`config.mk`:
```
export PLATFORM = sky130hd
export DESIGN_NAME = program_loader_flat
export DESIGN_NICKNAME = d
export VERILOG_FILES = /design/src/rtl/program_loader_if.sv /design/src/rtl/program_loader.sv /design/src/flat_wrapper.sv
export SDC_FILE = /design/constraint.sdc
export NUM_CORES = 1
export LEC_CHECK = 0
export ABC_AREA = 1
export BUFFER_PORTS_ARGS = -buffer_cell sky130_fd_sc_hd__clkbuf_2
export CELL_PAD_IN_SITES_DETAIL_PLACEMENT = 1
export CELL_PAD_IN_SITES_GLOBAL_PLACEMENT = 2
export CORE_ASPECT_RATIO = 0.5
export CORE_MARGIN = 2
export CORE_UTILIZATION = 30
export DETAILED_ROUTE_END_ITERATION = 12
export PLACE_DENSITY = 0.76
export SYNTH_ARGS = -nofsm -noshare
export SYNTH_HDL_FRONTEND = slang
export SYNTH_SLANG_ARGS = --single-unit
```
`constraint.sdc`:
```
create_clock -name clk -period 2.2 [get_ports clk]
set_input_delay 0.55 -clock clk [delete_from_list [all_inputs] [get_ports clk]]
set_output_delay 0.55 -clock clk [all_outputs]
set_load 0.01 [all_outputs]
```
`src/rtl/program_loader_if.sv`:
```
// Byte-stream input and RAM write port of the program loader.
// master drives bytes and observes writes; slave is the loader.
interface program_loader_if #(
  parameter int ADDR_WIDTH = 12
);
  logic [7:0]            byte_in;
  logic                  byte_valid;
  logic                  byte_ready;
  logic [ADDR_WIDTH-1:0] mem_addr;
  logic [63:0]           mem_data;
  logic                  mem_write;

  modport master (
    output byte_in, byte_valid,
    input  byte_ready, mem_addr, mem_data, mem_write
  );

  modport slave (
    input  byte_in, byte_valid,
    output byte_ready, mem_addr, mem_data, mem_write
  );
endinterface

```
`src/rtl/program_loader.sv`:
```
// Boot loader: byte stream -> 32-bit LE words -> RAM at BASE_ADDR.
// Optional trailing XOR checksum byte: define LOADER_CHECKSUM_EN.
module program_loader #(
  parameter int                    ADDR_WIDTH = 12,
  parameter logic [ADDR_WIDTH-1:0] BASE_ADDR  = 'h800,
  parameter int                    MAX_WORDS  = 256
) (
  input  logic              clk,
  input  logic              rst,
  input  logic              start,
  program_loader_if.slave   bus,
  output logic              cpu_rst,
  output logic              busy,
  output logic              done,
  output logic              error,
  output logic [15:0]       word_count
);

  typedef enum logic [2:0] {
    S_IDLE,
    S_LEN0,
    S_LEN1,
    S_DATA,
    S_WRITE,
    S_DONE,
    S_ERR
`ifdef LOADER_CHECKSUM_EN
    , S_CSUM
`endif
  } state_t;

  state_t      state, state_n;
  logic [15:0] length;
  logic [23:0] word;
  logic [1:0]  idx;
  logic        xfer;
  logic        restart;
  logic        last_word;
  logic [15:0] new_len;
  state_t      fin_state;

`ifdef LOADER_CHECKSUM_EN
  logic [7:0] csum;
  assign fin_state = S_CSUM;
`else
  assign fin_state = S_DONE;
`endif

  assign xfer      = bus.byte_valid & bus.byte_ready;
  assign new_len   = {bus.byte_in, length[7:0]};
  assign last_word = (word_count + 16'd1) == length;
  assign restart   = start &
                     (state inside {S_IDLE, S_DONE, S_ERR});

  always_ff @(posedge clk) begin
    if (rst) state <= S_IDLE;
    else     state <= state_n;
  end

  always_comb begin
    state_n        = state;
    bus.byte_ready = 1'b0;
    bus.mem_write  = 1'b0;
    cpu_rst        = 1'b1;
    busy           = 1'b0;
    done           = 1'b0;
    error          = 1'b0;
    unique case (state)
      S_IDLE: begin
        if (start) state_n = S_LEN0;
      end
      S_LEN0: begin
        bus.byte_ready = 1'b1;
        busy           = 1'b1;
        if (xfer) state_n = S_LEN1;
      end
      S_LEN1: begin
        bus.byte_ready = 1'b1;
        busy           = 1'b1;
        if (xfer) begin
          if (new_len == 16'd0)
            state_n = fin_state;
          else if (new_len > 16'(MAX_WORDS))
            state_n = S_ERR;
          else
            state_n = S_DATA;
        end
      end
      S_DATA: begin
        bus.byte_ready = 1'b1;
        busy           = 1'b1;
        if (xfer && idx == 2'd3) state_n = S_WRITE;
      end
      S_WRITE: begin
        bus.mem_write = 1'b1;
        busy          = 1'b1;
        state_n       = last_word ? fin_state : S_DATA;
      end
`ifdef LOADER_CHECKSUM_EN
      S_CSUM: begin
        bus.byte_ready = 1'b1;
        busy           = 1'b1;
        if (xfer)
          state_n = (bus.byte_in == csum) ? S_DONE : S_ERR;
      end
`endif
      S_DONE: begin
        cpu_rst = 1'b0;
        done    = 1'b1;
        if (start) state_n = S_LEN0;
      end
      S_ERR: begin
        error = 1'b1;
        if (start) state_n = S_LEN0;
      end
      default: state_n = S_IDLE;
    endcase
  end

  // Address/data are captured with the 4th byte so WRITE needs no bubble.
  always_ff @(posedge clk) begin
    if (rst) begin
      length       <= '0;
      word         <= '0;
      idx          <= '0;
      word_count   <= '0;
      bus.mem_addr <= BASE_ADDR;
      bus.mem_data <= '0;
`ifdef LOADER_CHECKSUM_EN
      csum         <= '0;
`endif
    end else if (restart) begin
      length     <= '0;
      idx        <= '0;
      word_count <= '0;
`ifdef LOADER_CHECKSUM_EN
      csum       <= '0;
`endif
    end else begin
      if (state == S_LEN0 && xfer)
        length[7:0] <= bus.byte_in;
      if (state == S_LEN1 && xfer)
        length[15:8] <= bus.byte_in;
      if (state == S_DATA && xfer) begin
        idx <= idx + 2'd1;
`ifdef LOADER_CHECKSUM_EN
        csum <= csum ^ bus.byte_in;
`endif
        unique case (idx)
          2'd0: word[7:0]   <= bus.byte_in;
          2'd1: word[15:8]  <= bus.byte_in;
          2'd2: word[23:16] <= bus.byte_in;
          default: begin
            bus.mem_addr <= BASE_ADDR +
                            ADDR_WIDTH'(word_count);
            bus.mem_data <= {32'b0, bus.byte_in, word};
          end
        endcase
      end
      if (state == S_WRITE)
        word_count <= word_count + 16'd1;
    end
  end

endmodule

```
`src/flat_wrapper.sv`:
```
// flat-port wrapper written by rule: the top's interface ports become plain ports
module program_loader_flat 
#(
  parameter int                    ADDR_WIDTH = 12,
  parameter logic [ADDR_WIDTH-1:0] BASE_ADDR  = 'h800,
  parameter int                    MAX_WORDS  = 256
)
  (clk, rst, start, cpu_rst, busy, done, error, word_count, bus_byte_in, bus_byte_valid, bus_byte_ready, bus_mem_addr, bus_mem_data, bus_mem_write);
  program_loader_if #(.ADDR_WIDTH(ADDR_WIDTH)) bus_i ();
  input  logic clk;
  input  logic rst;
  input  logic start;
  output logic cpu_rst;
  output logic busy;
  output logic done;
  output logic error;
  output logic [15:0] word_count;
  input wire logic [$bits(bus_i.byte_in)-1:0] bus_byte_in;
  input wire logic [$bits(bus_i.byte_valid)-1:0] bus_byte_valid;
  output wire logic [$bits(bus_i.byte_ready)-1:0] bus_byte_ready;
  output wire logic [$bits(bus_i.mem_addr)-1:0] bus_mem_addr;
  output wire logic [$bits(bus_i.mem_data)-1:0] bus_mem_data;
  output wire logic [$bits(bus_i.mem_write)-1:0] bus_mem_write;
  assign bus_i.byte_in = bus_byte_in;
  assign bus_i.byte_valid = bus_byte_valid;
  assign bus_byte_ready = bus_i.byte_ready;
  assign bus_mem_addr = bus_i.mem_addr;
  assign bus_mem_data = bus_i.mem_data;
  assign bus_mem_write = bus_i.mem_write;
  program_loader #(.ADDR_WIDTH(ADDR_WIDTH), .BASE_ADDR(BASE_ADDR), .MAX_WORDS(MAX_WORDS)) u_core (.clk(clk), .rst(rst), .start(start), .bus(bus_i), .cpu_rst(cpu_rst), .busy(busy), .done(done), .error(error), .word_count(word_count));
endmodule
```
## Yosys cells after proc, flatten, opt, wreduce, memory -nomap -nowiden

Cells that the tools add are included.

| storage, ports and cells | value |
|---|---|
| register bits | 105 |
| latch bits | 0 |
| memory bits (writable) | 0 |
| bits in read-only memories | 0 |
| bits of input ports | 12 |
| logic and storage cells | 64 |
| memories | 0 |

| operators by class | value |
|---|---|
| add/subtract/negate cells | 3 |
| $mul | 0 |
| divide/modulo/power cells | 0 |
| magnitude comparators | 1 |
| equal/unequal tests | 14 |
| shifts and indexed selects | 0 |
| mux-type cells | 14 |
| bitwise operators | 4 |
| reduce and logical (&&, ||, !) cells | 18 |

Operator list:

| cell | count |
|---|---|
| $mux 3 | 7 |
| $add 16x1->16 const B | 1 |
| $eq 16x16->1 | 1 |
| $gt 16x9->1 const B | 1 |
| $logic_not 16->1 | 1 |
| $pmux 3 s5 | 1 |
| $add 12x12->12 const A | 1 |
| $reduce_and 3->1 | 4 |
| $eq 3x3->1 const B | 3 |
| $reduce_or 3->1 | 3 |
| $ne 2x1->1 const B | 4 |
| $eq 3x2->1 const B | 2 |
| $mux 1 | 6 |
| $eq 2x2->1 const B | 2 |
| $logic_and 1x1->1 | 4 |
| $reduce_and 4->1 | 1 |
| $reduce_or 4->1 | 1 |
| $eq 3x1->1 const B | 1 |
| $logic_not 3->1 | 1 |
| $reduce_bool 3->1 | 1 |
| $add 2x1->2 const B | 1 |
| $and 1x1->1 | 2 |
| $eq 2x1->1 const B | 1 |
| $logic_not 2->1 | 1 |
| 2 further kinds | 3 |

## Depth between registers and ports, before layout

| depth | value |
|---|---|
| word-level depth | 7 |
| gate-level depth with buffers | 16 |
| gate-level depth less buffers | 16 |

## Least setup slack after synthesis

Ideal clock, no wire load.

| timing | value |
|---|---|
| path kind | register to register |
| from | register u_core.word_count[0] |
| to | register u_core.state[1] |
| library setup time | 0.116 ns |
| data arrival time | 1.762 ns |
| setup slack | 0.322 ns |
| stages on the path, launching flop included | 17 |
| period minus slack after synthesis | 1.878 ns |
| cell sequence | dfxtp_1 > ha_1 > nand2_2 > nor2_2 > nand3_1 > nand2_1 > nand2_1 > nand2_1 > nand2_1 > nor2_1 > nand2_1 > nor2_2 > nand2_1 > nand2_1 > nand2_1 > nand2_1 > a21oi_1 |

| between the ends | value |
|---|---|
| longest elaborated chain between the ends | 4 |

Ends and longest elaborated chain:

| item | RTL line | source |
|---|---|---|
| from (decl) | program_loader.sv:16 | `output logic [15:0] word_count` |
| from (signal assigned) | program_loader.sv:161 | `word_count <= word_count + 16'd1;` |
| $add 16x1->16 | program_loader.sv:51 | `assign last_word = (word_count + 16'd1) == length;` |
| $eq 16x16->1 | program_loader.sv:51 |  |
| $mux 3 | program_loader.sv:97 | `state_n = last_word ? fin_state : S_DATA;` |
| $pmux 3 s5 | program_loader.sv:68 | `unique case (state)` |
| to (signal assigned) | program_loader.sv:57 | `else state <= state_n;` |
| to (decl) | program_loader.sv:32 | `state_t state, state_n;` |

No other way between the ends.
A chain may end at the register's enable or synchronous reset.

## Worst setup path after layout

| timing | value |
|---|---|
| from | register u_core.state[1] |
| to | output port bus_mem_write |

| between the ends | value |
|---|---|
| longest elaborated chain between the ends | 2 |

Ends and longest elaborated chain:

| item | RTL line | source |
|---|---|---|
| $eq 3x3->1 | program_loader.sv:68 |  |
| $mux 1 | program_loader.sv:68 |  |
| to (decl) | flat_wrapper.sv:23 | `output wire logic [$bits(bus_i.mem_write)-1:0] bus_mem_write;` |

No other way between the ends.

==> flow_summary.yaml <==
cts:
  cts_tree: "yes"
  clk_pin_slew_ns: 0.08
  clockBufferDepth: 2
  cts-root-buf: "clkbuf_16"
  clkSinkCount: 105
  cts_buffers: 9
  htree_levels: 3
  clk-insertion-delay-late_ns: 0.35
timing:
  min_period_ns: 1.92
  clock_skew_ns: 0.00820
  fin_setup_tns_ns: 0
  fmax_mhz: 521
  maxSlewViolCount: 0
  finalSetupViolCount: 0
  rsz0062_at_grt: "false"
  hold_violations: 0
  fin_crit_sh: 0.872
global_route:
  grt_pass1_vias: 4405
  grt_pass1_wl_um: 23400
  grt_overflow_total: 0
  antenna_found_initial: 0
  grt_max_degree: 68
  grt_usage: 0.174
finish:
  utilization: 0.370
  n_antenna_cell: 0
  areaGrowthSynthToFinish_pct: 19.6
  nNetsFinal: 765
  drive_above_1_share: 0.186
  instances_no_fill: 957
critical_path:
  critPathKind: "register to primary output"
  r2r_start: "u_core.word_count[0]"
  cp-start-kind: "register"
  cp.required_ns: 1.65
  crit_fanout: 5
  end_kind: "primary output"
  critPathArrivalTime_ns: 1.37
  critPathLaunch: "u_core.state[1]"
pwr:
  total_power_mw: 4.64
  p_leak_nw: 2.48
  ir_worst_vdd_uv: 373
  power.density_nw_per_um2: 807
place:
  io_buffers: 77
  dp_hpwl_um: 10700
  gp_congestion: 0.807
  numPlacedInstances: 939
floorplan:
  initial_utilization: 0.309
  row_count: 32
  die_x_um: 183
  pin_count: 110
  dieHeight_um: 93.5
  fp.dieArea_um2: 17100
  core_um2: 15500
drt:
  first_pass_iters: 4
  wl_met1_um: 7170
  routed-wl-met3_um: 663
  routed_via_density: 4.69
  antenna_left: 0
  wl_met2_um: 6420
  dr.first_iter.drc_count: 226
  via_count: 4487
  highest_layer: "met4"
  post_drt_wl_per_cell_um: 15.0
  routed_wl_um: 14300
  drc: 0
synthesis:
  yosysUniqueCellTypes: 36
  syn-mean-instance-area_um2: 7.24
  ys_seq_area_frac: 0.438
  ys.flop_type: "dfxtp_1"
  synthTopCellsByArea: "dfxtp_1, o21ai_0, nand2_1"
  synth-seq-cells: 105
  yosysTopAreaCellShare: 0.438
  synth_common_cells: "nand2_1, dfxtp_1, nor2_1, o21ai_0, a21oi_1"
  synth_area_um2: 4800
  ys.warnings.count: 0
  async_flop_share: 0
  postSynthCellCount: 664
  synth_top_area_cell: "dfxtp_1"
  synth_edf_count: 0
  post-synth-top-count-cell: "nand2_1"
hold_path:
  hold_path.class: "primary input to register"
  hp-start: "rst"
run_status:
  status: "finished, final reports clean"
flow_run:
  cap_viol_max_count: 0
-- cell type report --
type                       instances  area [um^2]
clock buffer                      10          239
clock inverter                     6         61.3
timing repair buffer             101          591
fill                            1974         9790
sequential                       105         2100
inverter                          56          210
tap                              204          255
multi-input combinational        475         2290
-- final timing paths --
kind,to,slack [ns],cells past startpoint
max reg2reg,u_core.state[1],0.28,16
min reg2reg,u_core.bus.mem_data[13],0.49,2
max,bus_mem_write,0.28,4
min,u_core.state[2],0.45,2
-- routing by layer --
metal | vias up | global-route usage
met3 | 7 | 0.0366
met2 | 93 | 0.281
met4 | 0 | 0.0360
met5 | - | 0
met1 | 2103 | 0.242
li1 | 2284 | -
-- flip-flops by register name, indices dropped and copies added, names as in the netlist --
| signal | flops |
|---|---|
| u_core.length | 16 |
| u_core.word_count | 16 |
| u_core.bus.mem_addr | 12 |
| u_core.idx | 2 |
| u_core.word | 24 |
| u_core.bus.mem_data | 32 |
| u_core.state | 3 |
-- per-stage QoR --
step           area (um^2)  setup WS, ns  hold slack [ns]
2_1_floorplan         4920         0.322            0.441
5_1_grt               5740       0.00915            0.451
3_5_place_dp          5400         0.211            0.471
3_3_place_gp          5400         0.275            0.456
4_1_cts               5700         0.197            0.435
6_report              5740         0.282            0.450
-- repair_timing --
action / in CTS / in global routing
setup buffers: 0 / 2
hold buffers: 0 / 0
endpoints found under the setup margin: 0 / 2
gates resized for setup: 0 / 7
-- critical path, cell delays in order (launching register included) --
cell	delay, ns
dfxtp_1	0.41
nor2_1	0.09
nand2_1	0.13
clkinv_1	0.20
clkbuf_2	0.18
-- power by group --
group | total, mW | switching (mW) | internal, mW
Sequential | 2.07 | 0.0874 | 1.98
Combinational | 0.952 | 0.639 | 0.314
Clock | 1.62 | 0.788 | 0.828
-- cells in the final DEF, fill, tap and decap left out, types with 2 or more instances in the layout --
master and count:
a211oi_1 2, a21oi_1 76, a31oi_1 4, buf_12 2
buf_4 22, clkbuf_16 9, clkbuf_2 77, clkinv_1 2
conb_1 32, dfxtp_1 105, ha_1 4, inv_1 50
inv_2 4, inv_6 2, nand2_1 106, nand2_2 3
nand3_1 43, nand3b_1 2, nand4_1 11, nor2_1 85
nor2_2 6, nor2_4 4, o21ai_0 79, xor2_1 3
-- logic make-up after synthesis --
kind of cell | Yosys count | synth area share
adder cells (fa/ha/maj) | 5 | 0.0130
other | 1 | 0.000781
AO/OA/AOI/OAI | 166 | 0.177
AND/OR/NAND/NOR | 267 | 0.242
flip-flops | 105 | 0.438
XOR/XNOR | 5 | 0.0120
buffers and inverters | 115 | 0.117
Note: power is estimated with default switching activity, not from simulation.
